$ cat src/rtl/config_readback_pkg.sv
// Shared constants, state encoding and sizing helper for the
// config latch array readback engine and its loader.
package config_readback_pkg;

  localparam logic [3:0] ADDR_LO  = 4'h0;
  localparam logic [3:0] ADDR_HI  = 4'h4;
  localparam logic [3:0] ADDR_CMD = 4'h8;
  localparam logic [3:0] ADDR_SIG = 4'hC;

  localparam int CMD_SCAN_BIT = 8;

  localparam int ST_BUSY    = 0;
  localparam int ST_ERR     = 1;
  localparam int ST_DONE    = 2;
  localparam int ST_ROW_LSB = 8;

  typedef enum logic [1:0] {
    IDLE,
    SELECT,
    SAMPLE,
    DONE
  } rb_state_e;

  function automatic int idx_bits(input int depth);
    return (depth > 16) ? 5 : (depth > 8) ? 4 : 3;
  endfunction

endpackage

$ cat src/rtl/config_readback_if.sv
// Peripheral bus bundle: write/read strobes, address, data,
// registered read data and its one-cycle ready pulse.
interface config_readback_if;

  logic        write_req;
  logic        read_req;
  logic [3:0]  address;
  logic [31:0] data_in;
  logic [31:0] data_out;
  logic        data_ready;

  modport master (
    output write_req, read_req, address, data_in,
    input  data_out, data_ready
  );

  modport slave (
    input  write_req, read_req, address, data_in,
    output data_out, data_ready
  );

endinterface

$ cat src/rtl/config_readback_signature.sv
// Rotate-XOR signature: clear, step, 1-cycle update.
// Ports: clk, rst, clear, step, row (WIDTH), sig (32).
module config_readback_signature #(
  parameter int WIDTH = 64
) (
  input  logic             clk,
  input  logic             rst,
  input  logic             clear,
  input  logic             step,
  input  logic [WIDTH-1:0] row,
  output logic [31:0]      sig
);

  logic [31:0] hi_ext;

  assign hi_ext = 32'(row[WIDTH-1:32]);

  always_ff @(posedge clk) begin
    if (rst) begin
      sig <= '0;
    end else if (clear) begin
      sig <= '0;
    end else if (step) begin
      sig <= {sig[30:0], sig[31]}
           ^ row[31:0] ^ hi_ext;
    end
  end

endmodule

$ cat src/rtl/config_readback.sv
// Config latch readback: row/scan capture, shadow, signature.
// Ports: clk, rst, bus (slave), row_sel, row_rd_en, row_data.
module config_readback
  import config_readback_pkg::*;
#(
  parameter  int DEPTH    = 8,
  parameter  int WIDTH    = 64,
  localparam int IDX_BITS = idx_bits(DEPTH)
) (
  input  logic                clk,
  input  logic                rst,
  config_readback_if.slave    bus,
  output logic [IDX_BITS-1:0] row_sel,
  output logic                row_rd_en,
  input  logic [WIDTH-1:0]    row_data
);

  rb_state_e state_q, state_d;

  logic [IDX_BITS-1:0] cur_row;
  logic                scan_q;
  logic                err_q;
  logic                done_q;
  logic [WIDTH-1:0]    shadow;
  logic [31:0]         sig;

  logic busy;
  logic cmd_wr;
  logic cmd_scan;
  logic cmd_bad;
  logic cmd_ok;
  logic more_rows;

  logic        pend_q;
  logic [3:0]  pend_addr;
  logic        serve_pend;
  logic        rd_stall;
  logic [3:0]  rd_addr;
  logic [31:0] rd_word;
  logic [31:0] status;

  logic unused_data_in;

  assign unused_data_in = ^{bus.data_in[31:9],
                            bus.data_in[7:5]};

  assign busy     = (state_q != IDLE);
  assign cmd_wr   = bus.write_req && !busy &&
                    (bus.address == ADDR_CMD);
  assign cmd_scan = bus.data_in[CMD_SCAN_BIT];
  assign cmd_bad  = !cmd_scan &&
                    ({27'b0, bus.data_in[4:0]} >= DEPTH);
  assign cmd_ok   = cmd_wr && !cmd_bad;
  assign more_rows = scan_q && (cur_row != '0);
  assign row_sel  = cur_row;

  always_ff @(posedge clk) begin
    if (rst) state_q <= IDLE;
    else     state_q <= state_d;
  end

  always_comb begin
    state_d   = state_q;
    row_rd_en = 1'b0;
    unique case (state_q)
      IDLE:   if (cmd_ok) state_d = SELECT;
      SELECT: begin
        row_rd_en = 1'b1;
        state_d   = SAMPLE;
      end
      SAMPLE: state_d = more_rows ? SELECT : DONE;
      DONE:   state_d = IDLE;
      default: state_d = IDLE;
    endcase
  end

  always_ff @(posedge clk) begin
    if (rst) begin
      cur_row <= '0;
      scan_q  <= 1'b0;
      err_q   <= 1'b0;
      done_q  <= 1'b0;
      shadow  <= '0;
    end else begin
      if (cmd_wr) begin
        if (cmd_bad) begin
          err_q <= 1'b1;
        end else begin
          err_q   <= 1'b0;
          done_q  <= 1'b0;
          scan_q  <= cmd_scan;
          cur_row <= cmd_scan ? IDX_BITS'(DEPTH - 1)
                              : bus.data_in[IDX_BITS-1:0];
        end
      end
      if (state_q == SAMPLE) begin
        shadow <= row_data;
        if (more_rows) cur_row <= cur_row - IDX_BITS'(1);
      end
      if (state_q == DONE) done_q <= 1'b1;
    end
  end

  config_readback_signature #(
    .WIDTH (WIDTH)
  ) u_sig (
    .clk   (clk),
    .rst   (rst),
    .clear (cmd_ok && cmd_scan),
    .step  ((state_q == SAMPLE) && scan_q),
    .row   (row_data),
    .sig   (sig)
  );

  always_comb begin
    status = '0;
    status[ST_BUSY] = busy;
    status[ST_ERR]  = err_q;
    status[ST_DONE] = done_q;
    status[ST_ROW_LSB +: 5] = 5'(cur_row);
  end

  // A parked read is answered on the first idle cycle;
  // it takes the mux ahead of any new request.
  assign serve_pend = pend_q && !busy;
  assign rd_addr    = serve_pend ? pend_addr
                                 : bus.address;
  assign rd_stall   = (bus.address == ADDR_LO) ||
                      (bus.address == ADDR_HI) ||
                      (bus.address == ADDR_SIG);

  always_comb begin
    rd_word = '0;
    unique case (1'b1)
      rd_addr == ADDR_LO:  rd_word = shadow[31:0];
      rd_addr == ADDR_HI:  rd_word = 32'(shadow[WIDTH-1:32]);
      rd_addr == ADDR_CMD: rd_word = status;
      rd_addr == ADDR_SIG: rd_word = sig;
      default:             rd_word = '0;
    endcase
  end

  always_ff @(posedge clk) begin
    if (rst) begin
      pend_q         <= 1'b0;
      pend_addr      <= '0;
      bus.data_out   <= '0;
      bus.data_ready <= 1'b0;
    end else begin
      bus.data_ready <= 1'b0;
      if (serve_pend) begin
        bus.data_out   <= rd_word;
        bus.data_ready <= 1'b1;
        pend_q         <= 1'b0;
      end else if (bus.read_req) begin
        if (busy && rd_stall) begin
          if (!pend_q) begin
            pend_q    <= 1'b1;
            pend_addr <= bus.address;
          end
        end else begin
          bus.data_out   <= rd_word;
          bus.data_ready <= 1'b1;
        end
      end
    end
  end

endmodule

$ cat src/flat_wrapper.sv
// flat-port wrapper written by rule: the top's interface ports become plain ports
module config_readback_flat import config_readback_pkg::*;
#(
  parameter  int DEPTH    = 8,
  parameter  int WIDTH    = 64,
  localparam int IDX_BITS = idx_bits(DEPTH)
)
  (clk, rst, row_sel, row_rd_en, row_data, bus_write_req, bus_read_req, bus_address, bus_data_in, bus_data_out, bus_data_ready);
  config_readback_if bus_i ();
  input  logic clk;
  input  logic rst;
  output logic [IDX_BITS-1:0] row_sel;
  output logic row_rd_en;
  input  logic [WIDTH-1:0] row_data;
  input wire logic [$bits(bus_i.write_req)-1:0] bus_write_req;
  input wire logic [$bits(bus_i.read_req)-1:0] bus_read_req;
  input wire logic [$bits(bus_i.address)-1:0] bus_address;
  input wire logic [$bits(bus_i.data_in)-1:0] bus_data_in;
  output wire logic [$bits(bus_i.data_out)-1:0] bus_data_out;
  output wire logic [$bits(bus_i.data_ready)-1:0] bus_data_ready;
  assign bus_i.write_req = bus_write_req;
  assign bus_i.read_req = bus_read_req;
  assign bus_i.address = bus_address;
  assign bus_i.data_in = bus_data_in;
  assign bus_data_out = bus_i.data_out;
  assign bus_data_ready = bus_i.data_ready;
  config_readback #(.DEPTH(DEPTH), .WIDTH(WIDTH)) u_core (.clk(clk), .rst(rst), .bus(bus_i), .row_sel(row_sel), .row_rd_en(row_rd_en), .row_data(row_data));
endmodule
$ cat config.mk
export PLATFORM = sky130hd
export DESIGN_NAME = config_readback_flat
export DESIGN_NICKNAME = d
export VERILOG_FILES = /design/src/rtl/config_readback_pkg.sv /design/src/rtl/config_readback_if.sv /design/src/rtl/config_readback_signature.sv /design/src/rtl/config_readback.sv /design/src/flat_wrapper.sv
export SDC_FILE = /design/constraint.sdc
export NUM_CORES = 1
export LEC_CHECK = 0
export ABC_AREA = 0
export BUFFER_PORTS_ARGS = -buffer_cell sky130_fd_sc_hd__buf_2
export CAP_MARGIN = 0
export CORE_AREA = 10 10 120 122
export DETAILED_ROUTE_END_ITERATION = 7
export DIE_AREA = 0 0 130 132
export PLACE_DENSITY = 0.79
export SLEW_MARGIN = 20
export SYNTH_ARGS = -nofsm -noshare
export SYNTH_HDL_FRONTEND = slang
export SYNTH_SLANG_ARGS = --single-unit
$ cat constraint.sdc
create_clock -name clk -period 3.91 [get_ports clk]
set_clock_uncertainty 0.15 [all_clocks]
set_input_delay 0.782 -clock clk [delete_from_list [all_inputs] [get_ports clk]]
set_output_delay 0.782 -clock clk [all_outputs]
set_load 0.02 [all_outputs]
---- Word-level counts from Yosys, hierarchy flattened ----
Index checks and enable logic that the tools add are counted.
cells by class
  bitwise logic cells ..................... 5
  magnitude comparators ................... 1
  eq/ne operators ......................... 12
  muxes and demuxes ....................... 21
  reduce and logical (&&, ||, !) cells .... 28
  $add $sub $neg .......................... 1
operator list
  kind                                                               count
  case mux 32 bit (4 select lines)                                   1
  two-way mux 32 bit                                                 3
  bitwise XOR 32 bit                                                 2
  equality test 4 bit, second input constant                         4
  two-way mux 3 bit                                                  5
  logical AND 1 bit                                                  9
  equality test 4 x 3 -> 1 bit, second input constant                2
  logical NOT 4 bit                                                  2
  two-way mux 1 bit                                                  8
  case mux 2 bit (4 select lines)                                    1
  AND reduction 2 bit                                                4
  nonzero test 2 bit                                                 3
  greater-or-equal comparator 5 x 4 -> 1 bit, second input constant  1
  equality test 2 bit, second input constant                         2
  two-way mux 2 bit                                                  2
  two-way mux 4 bit                                                  1
  inequality test 2 x 1 -> 1 bit, second input constant              2
  AND reduction 4 bit                                                1
  OR reduction 2 bit                                                 2
  logical NOT 1 bit                                                  3
  NOT 1 bit                                                          3
  nonzero test 3 bit                                                 1
  subtractor 3 x 1 -> 3 bit, second input constant                   1
  equality test 2 x 1 -> 1 bit, second input constant                1
  other kinds (3)                                                    4
word-level totals
  input port bits ......................... 104
  output and inout bits ................... 37
  flip-flop bits (word level) ............. 142

---- Longest topological paths before layout ----
  depth in word-level cells ............... 9
  mapped depth ............................ 7
  depth with buffers taken out ............ 6

---- Hierarchy ----
A second synthesis with hierarchy kept.
unflattened totals
  cell total of the unflattened synthesis .. 599
  area, all modules ....................... 6239.7 µm²
modules (own cells, without submodules)
  module                     seq. area each (µm²)  instances  area each (µm²)  cells each
  config_readback            2202.1                1          4329.2           494
  config_readback_signature  640.6                 1          1910.6           105

---- Least setup slack after synthesis ----
Ideal clock, no wire load.
  path type ............................... input -> register
  start ................................... input port bus_address[3]
  end ..................................... register u_core.bus.data_out[13]
  required time ........................... 3.674 ns
  arrival time ............................ 2.071 ns
  cell stages on the path ................. 7
  library setup time ...................... 0.086 ns
  slack ................................... 1.604 ns
  cell sequence ........................... nor2b_1 -> o41ai_2 -> and2_1 -> buf_2 -> clkbuf_1 -> nand2_1 -> a211oi_1
on the way
  longest elaborated chain between the ends .. 6
RTL lines
  what                                                                         RTL line                                        text
  start, declared                                                              flat_wrapper.sv:17                              input wire logic [$bits(bus_i.address)-1:0] bus_address;
  two-way mux 4 bit (tied with other cells)                                    config_readback.sv:126                          assign rd_addr = serve_pend ? pend_addr
  equality test 4 bit (tied with other cells)                                  config_readback.sv:138                          rd_addr == ADDR_SIG: rd_word = sig;
  case mux 32 bit (4 select lines) / logical OR 1 bit (equally long branches)  config_readback.sv:134, config_readback.sv:129
  two-way mux 32 bit / logical AND 1 bit (equally long branches)               config_readback.sv:156                          if (busy && rd_stall) begin
  two-way mux 32 bit / inequality test 2 x 1 -> 1 bit (equally long branches)  --
  two-way mux 32 bit / AND reduction 2 bit (equally long branches)             --
  end signal, assigned                                                         config_readback.sv:152                          bus.data_out <= rd_word;
  end signal, assigned                                                         config_readback.sv:162                          bus.data_out <= rd_word;
  end, declared                                                                config_readback_if.sv:19                        output data_out, data_ready
Parallel ways exist; a longest one is shown, timed or not. The select of a mux whose other input is x is not followed.
A chain may end at the register's enable or synchronous reset.

---- Worst setup path in the final report ----
  start ................................... register u_core.state_q[1]
  end ..................................... register u_core.bus.data_out[15]
on the way
  longest elaborated chain between the ends .. 9
RTL lines
  what                                         RTL line                text
  start, declared                              config_readback.sv:18   rb_state_e state_q, state_d;
  start signal, assigned                       config_readback.sv:59   else state_q <= state_d;
  nonzero test 2 bit (*)                       config_readback.sv:47   assign busy = (state_q != IDLE);
  logical NOT 1 bit                            config_readback.sv:125  assign serve_pend = pend_q && !busy;
  logical AND 1 bit                            config_readback.sv:125
  two-way mux 4 bit                            config_readback.sv:126
  equality test 4 bit (tied with other cells)  config_readback.sv:138
  case mux 32 bit (4 select lines)             config_readback.sv:134  unique case (1'b1)
  two-way mux 32 bit                           config_readback.sv:156
  two-way mux 32 bit                           config_readback.sv:155  end else if (bus.read_req) begin
  two-way mux 32 bit                           config_readback.sv:151  if (serve_pend) begin
Every way passes the cells marked *; elsewhere a longest branch is shown, timed or not. The select of a mux whose other input is x is not followed.

==> Flow_metrics.wiki <==
{| class="wikitable"
! Metric !! Value
|-
| Run status || finished clean
|-
| Vias in the first global route || 5554
|-
| Power per cell area || between 400 and 500 nW/um^2
|-
| Smallest hold slack || around 0.30 ns
|-
| R2R Path End || u_core.bus.data_out[15]
|-
| Number of flops mapped to enable cells by yosys || 0
|-
| Main combinational cell family by area after synthesis || compound AO/OA/AOI/OAI gates
|-
| Post-synth top flop || sky130_fd_sc_hd__dfxtp_1
|-
| CP startpoint kind || flip-flop
|-
| Total Nets Final || 956
|-
| I/O pin cnt || 141
|-
| Maxcap violations || 0
|-
| Final weighted congestion in routability-driven placement || between 0.7 and 0.8
|-
| Dpl ws || 0.9533 ns
|-
| Ys async rst share || 0%
|-
| Most repeated cell in the gate-level netlist after synthesis || sky130_fd_sc_hd__nand2_1
|-
| Port Buffers || 114
|-
| Final Hold Violating Endpoints || 0
|-
| Fmax achieved || 338.6 MHz
|-
| Start point of the worst min-delay path || u_core.shadow[55]
|-
| Number of nets produced by synthesis || between 800 and 900
|-
| Post-cts sizing count || 0
|-
| Die Y || 132 um
|-
| Final routed DRC violation total || 0
|-
| Post-route clock period utilization || 75.53%
|-
| Slew HR || 47.84%
|-
| CP Data Required Time || 4.03 ns
|-
| Depth of the worst hold-timing path || 2
|-
| Sum of net half-perimeters after detailed placement || 10.72 mm
|-
| Worst R2R Path Depth || 6
|-
| Worst setup path category || reg -> reg
|-
| Wire length of the first global-routing pass || 27.46 mm
|-
| Number of optimization iterations in the first detailed-route pass || 8
|-
| Yosys synthesis warning count || 0
|-
| Via count of the routed design || approximately 5700
|-
| Die X || 130 um
|-
| Root cell of the clock tree || sky130_fd_sc_hd__clkbuf_16
|-
| Post-synthesis compound-gate area fraction || 18.84%
|-
| Initial standard-cell utilization of the core || 54.19%
|-
| Post-synthesis to final-layout area growth || 18.41%
|-
| Beginning of the worst register-to-register path || u_core.state_q[1]
|-
| Average cell area after synthesis || ~8.4 um^2
|-
| Number of placement rows || 40
|-
| Clock latency at the later pin of the worst-skew pair || between 0.4 and 0.5 ns
|-
| Post-CTS setup buffers || 0
|-
| Hold Path Class || reg -> reg
|-
| All-layer global routing usage || about a fifth
|-
| Highest fanout seen on the critical path || 19
|-
| Count of final max-slew check failures || 0
|-
| Share of layout cells above drive strength 1 || 19.24%
|-
| Final-layout setup total negative slack || 0 ns
|-
| Drt via density || 5.669
|-
| Transition time at the pin with the least slew margin || 0.7824 ns
|-
| H-tree Lvls || 4
|-
| Static Leak || around 3.0 nW
|-
| Area of the mapped netlist || between 6000 and 7000 um^2
|-
| Data arrival time of the critical path || 3.07 ns
|-
| Initial drt markers || 623
|-
| Area inside the core boundary || 11910 um^2
|-
| Pin count of the biggest net entering global routing || 66
|-
| Simple-gate share of the synthesized area || 17.56%
|-
| Time the final worst path needs with I/O delays and setup || 2.953 ns
|-
| Setup repair after global routing missed its margin || false
|-
| Synth Area in XOR/XNOR || 8.684%
|-
| Detail-routed net length per standard cell || 16.51 um
|-
| Antenna violations before repair || 0
|-
| Worst Hold Path EP || u_core.shadow[55]
|-
| Worst vdd ir || 0.3557 mV
|-
| Grt total ovfl || 0
|-
| Synthesis-stage register bit count || 142
|-
| Floorplan die area || 17160 um^2
|-
| Total routed wirelength || 16.68 mm
|-
| Yosys top cell area share || 44.04%
|-
| Clock tree from TritonCTS || yes
|-
| Total CTS buffers || 17
|-
| Most frequent cells after synthesis || 164 x sky130_fd_sc_hd__nand2_1, 142 x sky130_fd_sc_hd__dfxtp_1, 105 x sky130_fd_sc_hd__a21oi_1
|-
| Leading cell types by total area after synthesis || sky130_fd_sc_hd__dfxtp_1 44%, sky130_fd_sc_hd__nand2_1 9.5%, sky130_fd_sc_hd__a21oi_1 8.1%
|-
| Worst Setup Slack, final || 0.9567 ns
|-
| Synth cell types || 43
|-
| Cell count after synthesis || 765
|-
| Largest area contributor in the synthesized netlist || sky130_fd_sc_hd__dfxtp_1
|-
| Portion of netlist area occupied by mux cells || 6.203%
|-
| Clock input transition at the sequential cells of the worst setup and hold paths || 0.06 ns
|-
| Sink count of the clock tree || 142
|-
| Setup violations, final || 0
|-
| FF-to-FF setup slack || 0.96 ns
|-
| Diode insertion count for antenna repair || 0
|-
| Fraction of the yosys area taken by sequential cells || between 40% and 50%
|-
| Bufs on Longest Clock Path || 2
|-
| Count of nets left with antenna violations after detail routing || 0
|-
| CP Capture Type || flip-flop
|-
| Total of hold buffers inserted after clock tree synthesis || 0
|-
| Adder-cell area share of the yosys netlist || 0.3877%
|}
how the worst max path moves through the flow:
stage | start | to | slack, ns | cells past startpoint
after floorplan | bus_address[3] | u_core.bus.data_out[13] | 1.60 | 7
after global placement | bus_address[3] | u_core.bus.data_out[14] | 0.98 | 7
after detailed placement | bus_address[3] | u_core.bus.data_out[5] | 0.95 | 7
after CTS | u_core.state_q[1] | u_core.bus.data_out[15] | 0.93 | 6
after global routing | u_core.state_q[1] | u_core.bus.data_out[7] | 0.76 | 6
final | u_core.state_q[1] | u_core.bus.data_out[15] | 0.96 | 6
where the power goes:
| part | switching, mW | internal (mW) | total [mW] |
|---|---|---|---|
| Combinational | 0.139 | 0.0890 | 0.228 |
| Sequential | 0.00678 | 1.46 | 1.47 |
| Clock | 0.585 | 1.02 | 1.60 |
final cells by class:
type / instances / area (um^2)
clock inverters: 6 / 80.08
fillers: 1071 / 4268
flip-flops and latches: 142 / 2843
clock buffers: 26 / 509.2
repair buffers: 123 / 653.1
well taps: 147 / 183.9
inverters: 5 / 18.77
multi-input cells: 561 / 3356
critical path, stage by stage, from the launching register on:
cell                       delay [ns]
sky130_fd_sc_hd__dfxtp_1         0.44
sky130_fd_sc_hd__or3b_1          0.49
sky130_fd_sc_hd__mux2i_4         0.71
sky130_fd_sc_hd__buf_12          0.26
sky130_fd_sc_hd__mux2_1          0.36
sky130_fd_sc_hd__a222oi_1        0.30
sky130_fd_sc_hd__a211oi_1        0.08
kinds of logic (layout without fill, tap and decap cells):
logic type / count (synthesis) / after routing
flip-flops: 142 / 142
AO/OA/AOI/OAI: 185 / 185
XOR/XNOR: 64 / 64
AND/OR/NAND/NOR: 275 / 275
multiplexers: 35 / 35
buffers and inverters: 62 / 160
adder cells (fa/ha/maj): 2 / 2
stage by stage:
step	total power, mW	cell area [um^2]	util, %	instances
finish	3.298	7644	64.17	1010
floorplan	1.631	6455	-	765
global route	3.397	7644	64.17	1010
detailed placement	1.723	7054	59.22	978
global placement	1.721	7054	59.22	978
CTS	3.324	7644	64.17	1010
metal layers:
metal | track usage (%) | wire length, um | up-vias
met5 | 0 | 0 | -
met3 | 6.597 | 1411 | 24
met1 | 24.55 | 7147 | 2678
li1 | - | - | 2829
met4 | 6.375 | 286 | 0
met2 | 30.53 | 7829 | 195
cell usage in the layout, fill, tap and decap left out, types with 6 or more instances in the layout:
cell type	Yosys	layout
sky130_fd_sc_hd__a211oi_1	27	27
sky130_fd_sc_hd__a21oi_1	105	105
sky130_fd_sc_hd__a222oi_1	26	26
sky130_fd_sc_hd__a22oi_1	7	7
sky130_fd_sc_hd__buf_2	11	113
sky130_fd_sc_hd__buf_4	0	9
sky130_fd_sc_hd__clkbuf_16	0	17
sky130_fd_sc_hd__dfxtp_1	142	142
sky130_fd_sc_hd__mux2_1	24	24
sky130_fd_sc_hd__mux2_2	6	6
sky130_fd_sc_hd__nand2_1	164	163
sky130_fd_sc_hd__nor2_1	81	81
sky130_fd_sc_hd__xnor2_1	32	32
sky130_fd_sc_hd__xor2_1	32	32
flip-flops by register name, summed over array words and instances (netlist names):
name                   cells
u_core.bus.data_out       32
u_core.err_q               1
u_core.scan_q              1
u_core.row_sel             3
u_core.bus.data_ready      1
u_core.shadow             64
u_core.state_q             2
u_core.u_sig.sig          32
u_core.done_q              1
u_core.pend_addr           4
u_core.pend_q              1
Note: power is estimated with default switching activity, not from simulation.
